--- src/rtl/picocpu_ctrl_pkg.sv ---
// Shared definitions for the picoComputer accumulator micro-sequencer:
// command opcodes, FSM state encoding and default widths.
package picocpu_ctrl_pkg;

    localparam int DATA_W_DEF = 4;
    localparam int OC_W_DEF   = 3;
    localparam int CNT_W_DEF  = 4;
    localparam int OP_W       = 3;

    localparam logic [OP_W-1:0] CMD_NOP  = 3'd0;
    localparam logic [OP_W-1:0] CMD_CLR  = 3'd1;
    localparam logic [OP_W-1:0] CMD_LOAD = 3'd2;
    localparam logic [OP_W-1:0] CMD_ALU  = 3'd3;
    localparam logic [OP_W-1:0] CMD_INC  = 3'd4;
    localparam logic [OP_W-1:0] CMD_DEC  = 3'd5;
    localparam logic [OP_W-1:0] CMD_SHL  = 3'd6;
    localparam logic [OP_W-1:0] CMD_SHR  = 3'd7;

    typedef enum logic [1:0] {
        S_IDLE = 2'd0,
        S_EXEC = 2'd1,
        S_DONE = 2'd2
    } state_t;

    // Ops 4..7 repeat their strobe for cmd_cnt cycles.
    function automatic logic op_is_rep(input logic [OP_W-1:0] op);
        return op[2];
    endfunction

endpackage

--- src/rtl/alu_reg_sequencer_rep_counter.sv ---
// Loadable down-counter for repeated ops; last_o flags the final EXEC cycle.
// Stops at zero rather than wrapping.
module rep_counter #(
    parameter int CNT_W = 4
) (
    input  logic             clk,
    input  logic             rst,
    input  logic             load_i,
    input  logic [CNT_W-1:0] load_val_i,
    input  logic             dec_i,
    output logic             last_o
);

    logic [CNT_W-1:0] cnt_q;
    logic [CNT_W-1:0] cnt_d;

    always_comb begin
        cnt_d = cnt_q;
        if (load_i) begin
            cnt_d = load_val_i;
        end else if (dec_i && (cnt_q != '0)) begin
            cnt_d = cnt_q - 1'b1;
        end
    end

    always_ff @(posedge clk) begin
        if (rst) begin
            cnt_q <= '0;
        end else begin
            cnt_q <= cnt_d;
        end
    end

    assign last_o = (cnt_q == CNT_W'(1));

endmodule

--- src/rtl/alu_reg_sequencer.sv ---
// Micro-sequencer driving the accumulator strobes and ALU operands.
// Accept -> N EXEC cycles -> one DONE cycle; cmd_ready low while busy, no buffering.
module alu_reg_sequencer
    import picocpu_ctrl_pkg::*;
#(
    parameter int DATA_W = DATA_W_DEF,
    parameter int OC_W   = OC_W_DEF,
    parameter int CNT_W  = CNT_W_DEF
) (
    input  logic              clk,
    input  logic              rst,
    input  logic              cmd_valid,
    output logic              cmd_ready,
    input  logic [OP_W-1:0]   cmd_op,
    input  logic [OC_W-1:0]   cmd_oc,
    input  logic [DATA_W-1:0] cmd_data,
    input  logic [CNT_W-1:0]  cmd_cnt,
    output logic [OC_W-1:0]   alu_oc,
    output logic [DATA_W-1:0] alu_a,
    output logic [DATA_W-1:0] alu_b,
    input  logic [DATA_W-1:0] alu_f,
    output logic              reg_cl,
    output logic              reg_ld,
    output logic              reg_inc,
    output logic              reg_dec,
    output logic              reg_sr,
    output logic              reg_sl,
    output logic              reg_ir,
    output logic              reg_il,
    output logic [DATA_W-1:0] reg_in,
    input  logic [DATA_W-1:0] reg_out,
    output logic              busy,
    output logic              done,
    output logic [DATA_W-1:0] result
);

    state_t              state_q, state_d;
    logic [OP_W-1:0]     op_q, op_d;
    logic [OC_W-1:0]     oc_q, oc_d;
    logic [DATA_W-1:0]   data_q, data_d;
    logic [DATA_W-1:0]   result_q, result_d;
    logic                accept;
    logic                in_exec;
    logic                cnt_last;

    assign accept  = cmd_valid && (state_q == S_IDLE);
    assign in_exec = (state_q == S_EXEC);

    rep_counter #(
        .CNT_W (CNT_W)
    ) u_rep_counter (
        .clk        (clk),
        .rst        (rst),
        .load_i     (accept),
        .load_val_i (cmd_cnt),
        .dec_i      (in_exec),
        .last_o     (cnt_last)
    );

    // State and latched-command registers
    always_ff @(posedge clk) begin
        if (rst) begin
            state_q  <= S_IDLE;
            op_q     <= CMD_NOP;
            oc_q     <= '0;
            data_q   <= '0;
            result_q <= '0;
        end else begin
            state_q  <= state_d;
            op_q     <= op_d;
            oc_q     <= oc_d;
            data_q   <= data_d;
            result_q <= result_d;
        end
    end

    always_comb begin
        state_d  = state_q;
        op_d     = accept ? cmd_op   : op_q;
        oc_d     = accept ? cmd_oc   : oc_q;
        data_d   = accept ? cmd_data : data_q;
        result_d = (state_q == S_DONE) ? reg_out : result_q;
        case (state_q)
            S_IDLE: begin
                if (accept) begin
                    // Nothing to strobe: go straight to the completion pulse.
                    if ((cmd_op == CMD_NOP) || (op_is_rep(cmd_op) && (cmd_cnt == '0))) begin
                        state_d = S_DONE;
                    end else begin
                        state_d = S_EXEC;
                    end
                end
            end
            S_EXEC: begin
                if (!op_is_rep(op_q) || cnt_last) begin
                    state_d = S_DONE;
                end
            end
            S_DONE:  state_d = S_IDLE;
            default: state_d = S_IDLE;
        endcase
    end

    // Moore strobe decode from registered state and latched command
    always_comb begin
        reg_cl  = 1'b0;
        reg_ld  = 1'b0;
        reg_inc = 1'b0;
        reg_dec = 1'b0;
        reg_sl  = 1'b0;
        reg_sr  = 1'b0;
        reg_il  = 1'b0;
        reg_ir  = 1'b0;
        reg_in  = '0;
        if (in_exec) begin
            case (op_q)
                CMD_CLR:  reg_cl = 1'b1;
                CMD_LOAD: begin
                    reg_ld = 1'b1;
                    reg_in = data_q;
                end
                CMD_ALU: begin
                    reg_ld = 1'b1;
                    reg_in = alu_f;
                end
                CMD_INC:  reg_inc = 1'b1;
                CMD_DEC:  reg_dec = 1'b1;
                CMD_SHL: begin
                    reg_sl = 1'b1;
                    reg_il = data_q[0];
                end
                CMD_SHR: begin
                    reg_sr = 1'b1;
                    reg_ir = data_q[0];
                end
                default: ;
            endcase
        end
    end

    assign alu_oc    = oc_q;
    assign alu_b     = data_q;
    assign alu_a     = reg_out;
    assign cmd_ready = (state_q == S_IDLE);
    assign busy      = (state_q != S_IDLE);
    assign done      = (state_q == S_DONE);
    // Present the final value during the done pulse, then hold it.
    assign result    = done ? reg_out : result_q;

endmodule

--- config.mk ---
export PLATFORM = sky130hd
export DESIGN_NAME = alu_reg_sequencer
export DESIGN_NICKNAME = d
export VERILOG_FILES = /design/src/rtl/picocpu_ctrl_pkg.sv /design/src/rtl/alu_reg_sequencer_rep_counter.sv /design/src/rtl/alu_reg_sequencer.sv
export SDC_FILE = /design/constraint.sdc
export NUM_CORES = 1
export LEC_CHECK = 0
export CORE_MARGIN = 5
export CORE_UTILIZATION = 44
export CTS_BUF_LIST = sky130_fd_sc_hd__clkbuf_4
export DETAILED_ROUTE_END_ITERATION = 8
export GPL_TIMING_DRIVEN = 0
export PLACE_DENSITY = 0.87
export SYNTH_ARGS = -nofsm -noshare
export SYNTH_HDL_FRONTEND = slang
export SYNTH_SLANG_ARGS = --single-unit
--- constraint.sdc ---
create_clock -name clk -period 3.8 [get_ports clk]
set_input_delay 0.76 -clock clk [delete_from_list [all_inputs] [get_ports clk]]
set_output_delay 0.76 -clock clk [all_outputs]
set_load 0.02 [all_outputs]
# Yosys cells after proc, flatten, opt, wreduce, memory -nomap -nowiden
# Index checks and enable logic that the tools add are counted.
[classes] n_mux=25 n_reduce_logical=14 add_sub_neg=1 n_eq_ne=12
[op_table] op="two-way mux 1 bit" count=16
[op_table] op="two-way mux 4 bit" count=4
[op_table] op="== test 3 bit (second input constant)" count=4
[op_table] op="case mux 4 bit (2 select lines)" count=1
[op_table] op="== test 3 x 2 -> 1 bit (second input constant)" count=2
[op_table] op="two-way mux 2 bit" count=3
[op_table] op="== test 4 x 1 -> 1 bit (second input constant)" count=1
[op_table] op="logical NOT 4 bit" count=1
[op_table] op="case mux 2 bit (2 select lines)" count=1
[op_table] op="nonzero test 2 bit" count=2
[op_table] op="nonzero test 4 bit" count=1
[op_table] op="subtractor 4 x 1 -> 4 bit (second input constant)" count=1
[op_table] op="== test 3 x 1 -> 1 bit (second input constant)" count=1
[op_table] op="logical AND 1 bit" count=3
[op_table] op="logical NOT 3 bit" count=1
[op_table] op="== test 2 x 1 -> 1 bit (second input constant)" count=1
[op_table] op="== test 2 bit (second input constant)" count=1
[op_table] op="logical NOT 2 bit" count=1
[op_table] op="logical OR 1 bit" count=2
[op_table] op="inequality test 2 x 1 -> 1 bit (second input constant)" count=1
[op_table] op="inequality test 2 bit (second input constant)" count=1
[op_table] op="AND reduction 2 bit" count=1
[op_table] op="OR reduction 2 bit" count=1
[op_table] op="logical NOT 1 bit" count=1
[word_totals] output_inout_bits=30 wordCells=58 register_bits=20 input_bits=25

# Depth between registers and ports, before layout
[depth] ltp_word=6 mapped_depth=6 mapped_depth_nobuf=5

# By module
# From an unflattened synthesis, not the netlist that was laid out.
[hier_totals] cells_unflattened=132 hier_area_um2=1107.3
[modules_own_cells] module="alu_reg_sequencer" area_per_inst_um2=820.8 cells_each=99 n_inst=1
[modules_own_cells] module="rep_counter" area_per_inst_um2=286.5 cells_each=33 n_inst=1

# Worst setup path after synthesis
# Ideal clock, no wire load.
[synth_path] path_kind="register to output" start="register state_q[1]" end="output reg_il" n_path_buf=0 required_ns=3.040 arrival_ns=1.487 stages_incl_launch_ff=4 path_slack_ns=1.553 cell_sequence="dfxtp_1 > nand3b_1 > nor3b_1 > and2_1"
[synth_via] elab_chain_len=2
[synth_lines] element="start, declared" line_no="alu_reg_sequencer.sv:37" rtl="state_t state_q, state_d;"
[synth_lines] element="start signal, assigned" line_no="alu_reg_sequencer.sv:69" rtl="state_q <= state_d;"
[synth_lines] element="== test 2 x 1 -> 1 bit" line_no="alu_reg_sequencer.sv:47" rtl="assign in_exec = (state_q == S_EXEC);"
[synth_lines] element="two-way mux 1 bit" line_no="alu_reg_sequencer.sv:115" rtl="if (in_exec) begin"
[synth_lines] element="end, declared" line_no="alu_reg_sequencer.sv:29" rtl="output logic reg_il,"
# No other way between the ends.

# Final worst setup path
[layout_path] start="input reg_out[2]" end="output result[2]"
[layout_via] elab_chain_len=1
[layout_lines] element="start, declared" line_no="alu_reg_sequencer.sv:31" rtl="input logic [DATA_W-1:0] reg_out,"
[layout_lines] element="two-way mux 4 bit" line_no="alu_reg_sequencer.sv:148" rtl="assign result = done ? reg_out : result_q;"
[layout_lines] element="end, declared" line_no="alu_reg_sequencer.sv:34" rtl="output logic [DATA_W-1:0] result"
# No other way between the ends.

==> results.cfg <==
[run_status]
status = completed

[sta]
worst_pin_slew_ps = 561
rsz0062_at_grt = no
max_slew_margin_pct = 62.6
finalSetupViolCount = 0
hold_viol = 0
maxClockFrequency_mhz = 355
setup_ws_ps = 983
finClkSkew_ps = 6.42
post-route-min-period_ps = 2820
fin_crit_sh_pct = 74.1
tns_ps = 0
slew_violations = 0

[yosys]
yosysTopAreaCell = dfxtp_1
syn-num-nets = 158
ys_seq_area_share_pct = 36.3
synthArstFlopShare_pct = 0
synth-edff-count = 0
synth_ff_type = dfxtp_1
synth_most_common_cell = nand2_1
syn_inst = 131
ys_types = 39
syn_area_per_cell_sq_um = 8.41
synthTopCellsByCount = 22 x nand2_1, 20 x dfxtp_1, 11 x a21oi_1, 8 x nor2_1, 6 x and2_1
synth_top_area_share_pct = 36.3
ys_ff_latch = 20
netlist_area_sq_um = 1100
yosysWarnings = 0
synthTopCellsByArea = dfxtp_1 36%, nand2_1 7.5%, a21oi_1 5.0%, mux2i_1 4.5%, mux2_1 4.1%

[die]
die_w_um = 60.1
fp.dieArea_sq_um = 3610
row_count = 18
coreArea_sq_um = 2430
io_pins = 55
die-height_um = 60.1
initial_core_util_pct = 45.3

[placement]
gp_congestion = 0.894
hpwl_um = 2480
place_worst_setup_slack_ps = 969
io_buffers = 53

[global_route]
grt-ovfl-total = 0
grt_max_degree = 12
grt_pass1_wl_um = 4940
antenna_found_initial = 0
grt_pass1_vias = 1130
gr-usage-all-layers_pct = 18.0

[worst_setup_path]
reg2reg_depth = 5
reg2reg_from = u_rep_counter.cnt_q[0]$_SDFFE_PP0P_
worst_ep_required_time_ps = 3040
crit_fanout = 2
critPathKind = in -> out
arrival_ps = 2060
reg2reg_slack_ps = 2190
cp-end-kind = primary output
startpoint_type = input pin
rr_endpoint = u_rep_counter.cnt_q[3]$_SDFFE_PP0P_

[clock_tree]
post_cts_resize_count = 0
h-tree-depth = 1
cts_buffer_depth = 2
numCtsBuffers = 3
cts_sinks = 20
root_buffer = clkbuf_4
clock_latency_ps = 290
post-cts-setup-buffer-count = 0
path_clk_slew_ps = 100
cts_tree = yes
ctsHoldBuffers = 0

[flow_run]
max_cap_violations = 0

[route]
wirelength_um = 3100
vias = 1149
wl_per_cell_um = 14.2
drtIter0Drc = 47
drcViolationCount = 0
drtAntennaViolNets = 0
via_per_inst = 5.27
drt_first_pass_iters = 4

[cells_and_area]
area_growth_pct = 53.9
fillers = 198
drive_gt1_share_pct = 9.57
diodes = 0
layout.nets = 216
fin_util_pct = 69.8

[worst_hold_path]
hp-start = alu_oc[2]$_SDFFE_PP0P_
whs_endpoint = alu_oc[2]$_SDFFE_PP0P_
min_path_cells = 2
hold_path_class = reg -> reg

[power]
power_density_nw_per_um2 = 293
ir_drop_uv = 208
total_power_w = 0.000497
leakage_nw = 0.647
## where the power goes
part            total, W  leakage (nW)  internal, W  switching (W)
registers       0.000237         0.164     0.000224      0.0000131
clock network  0.0000997        0.0154    0.0000381      0.0000616
logic           0.000160         0.468    0.0000830      0.0000771
## flip-flops by register name, summed over array words and instances (netlist names)
register	flops
alu_oc	3
state_q	2
alu_b	4
result_q	4
op_q	3
u_rep_counter.cnt_q	4
## critical path, stage by stage
cell             delay, ps
clkdlybuf4s50_1        430
mux2_1                 330
clkdlybuf4s50_1        550
## cells in the final DEF, fill, tap and decap left out, types with 2 or more instances in the layout
cell type	netlist	routed
a21oi_1	11	11
a31oi_1	2	2
and2_1	6	6
buf_2	2	2
buf_4	4	4
buf_6	3	3
clkbuf_1	2	2
clkbuf_4	0	3
clkdlybuf4s50_1	0	53
dfxtp_1	20	20
ha_1	2	2
inv_1	5	5
mux2_1	4	4
mux2i_1	5	5
nand2_1	22	22
nand3_1	3	3
nand3b_1	2	2
nor2_1	8	8
nor3_1	3	3
nor3b_1	2	2
nor4_1	3	3
nor4b_1	2	2
or3b_1	2	2
## area by class of cell
cell class              instances  area, sq um  share of cell area, %
flip-flops and latches         20          400                   23.6
repair buffers                 53          531                   31.3
inverters                       5         18.8                   1.11
clock buffers                   3         22.5                   1.33
clock inverters                 1         3.75                  0.221
well taps                      30         37.5                   2.21
multi-input cells              94          597                   35.2
plain buffers                  12         86.3                   5.09
## logic make-up (layout without fill, tap and decap cells)
logic type | after synthesis | in the layout | synth area share (%)
flip-flops | 20 | 20 | 36.3
multiplexers | 9 | 9 | 8.63
buffers and inverters | 17 | 74 | 9.53
adder cells (fa/ha/maj) | 2 | 2 | 2.27
AND/OR/NAND/NOR | 63 | 63 | 31.8
AO/OA/AOI/OAI | 20 | 20 | 11.5
## worst max path at each step
stage / from / endpoint
2_1_floorplan: state_q[1]$_SDFFE_PP0P_ / reg_il
6_report: reg_out[2] / result[2]
3_5_place_dp: reg_out[2] / result[2]
5_1_grt: op_q[0]$_SDFFE_PP0P_ / reg_ir
4_1_cts: reg_out[0] / result[0]
3_3_place_gp: reg_out[3] / result[3]
## layer usage
metal	up-vias	share of wire [%]	track usage (%)
met5	-	0	0
met4	0	0.77	3.80
met3	4	9.1	4.75
met2	50	51	34.1
met1	532	39	19.8
li1	563	-	-
## metrics by stage
step                instance area (sq um)  cells  hold slack, ps
finish                               1700    218             475
CTS                                  1700    218             476
global placement                     1670    214             443
detailed placement                   1670    214             459
floorplan                            1100    131             466
global route                         1700    218             516
Note: power is estimated with default switching activity, not from simulation.
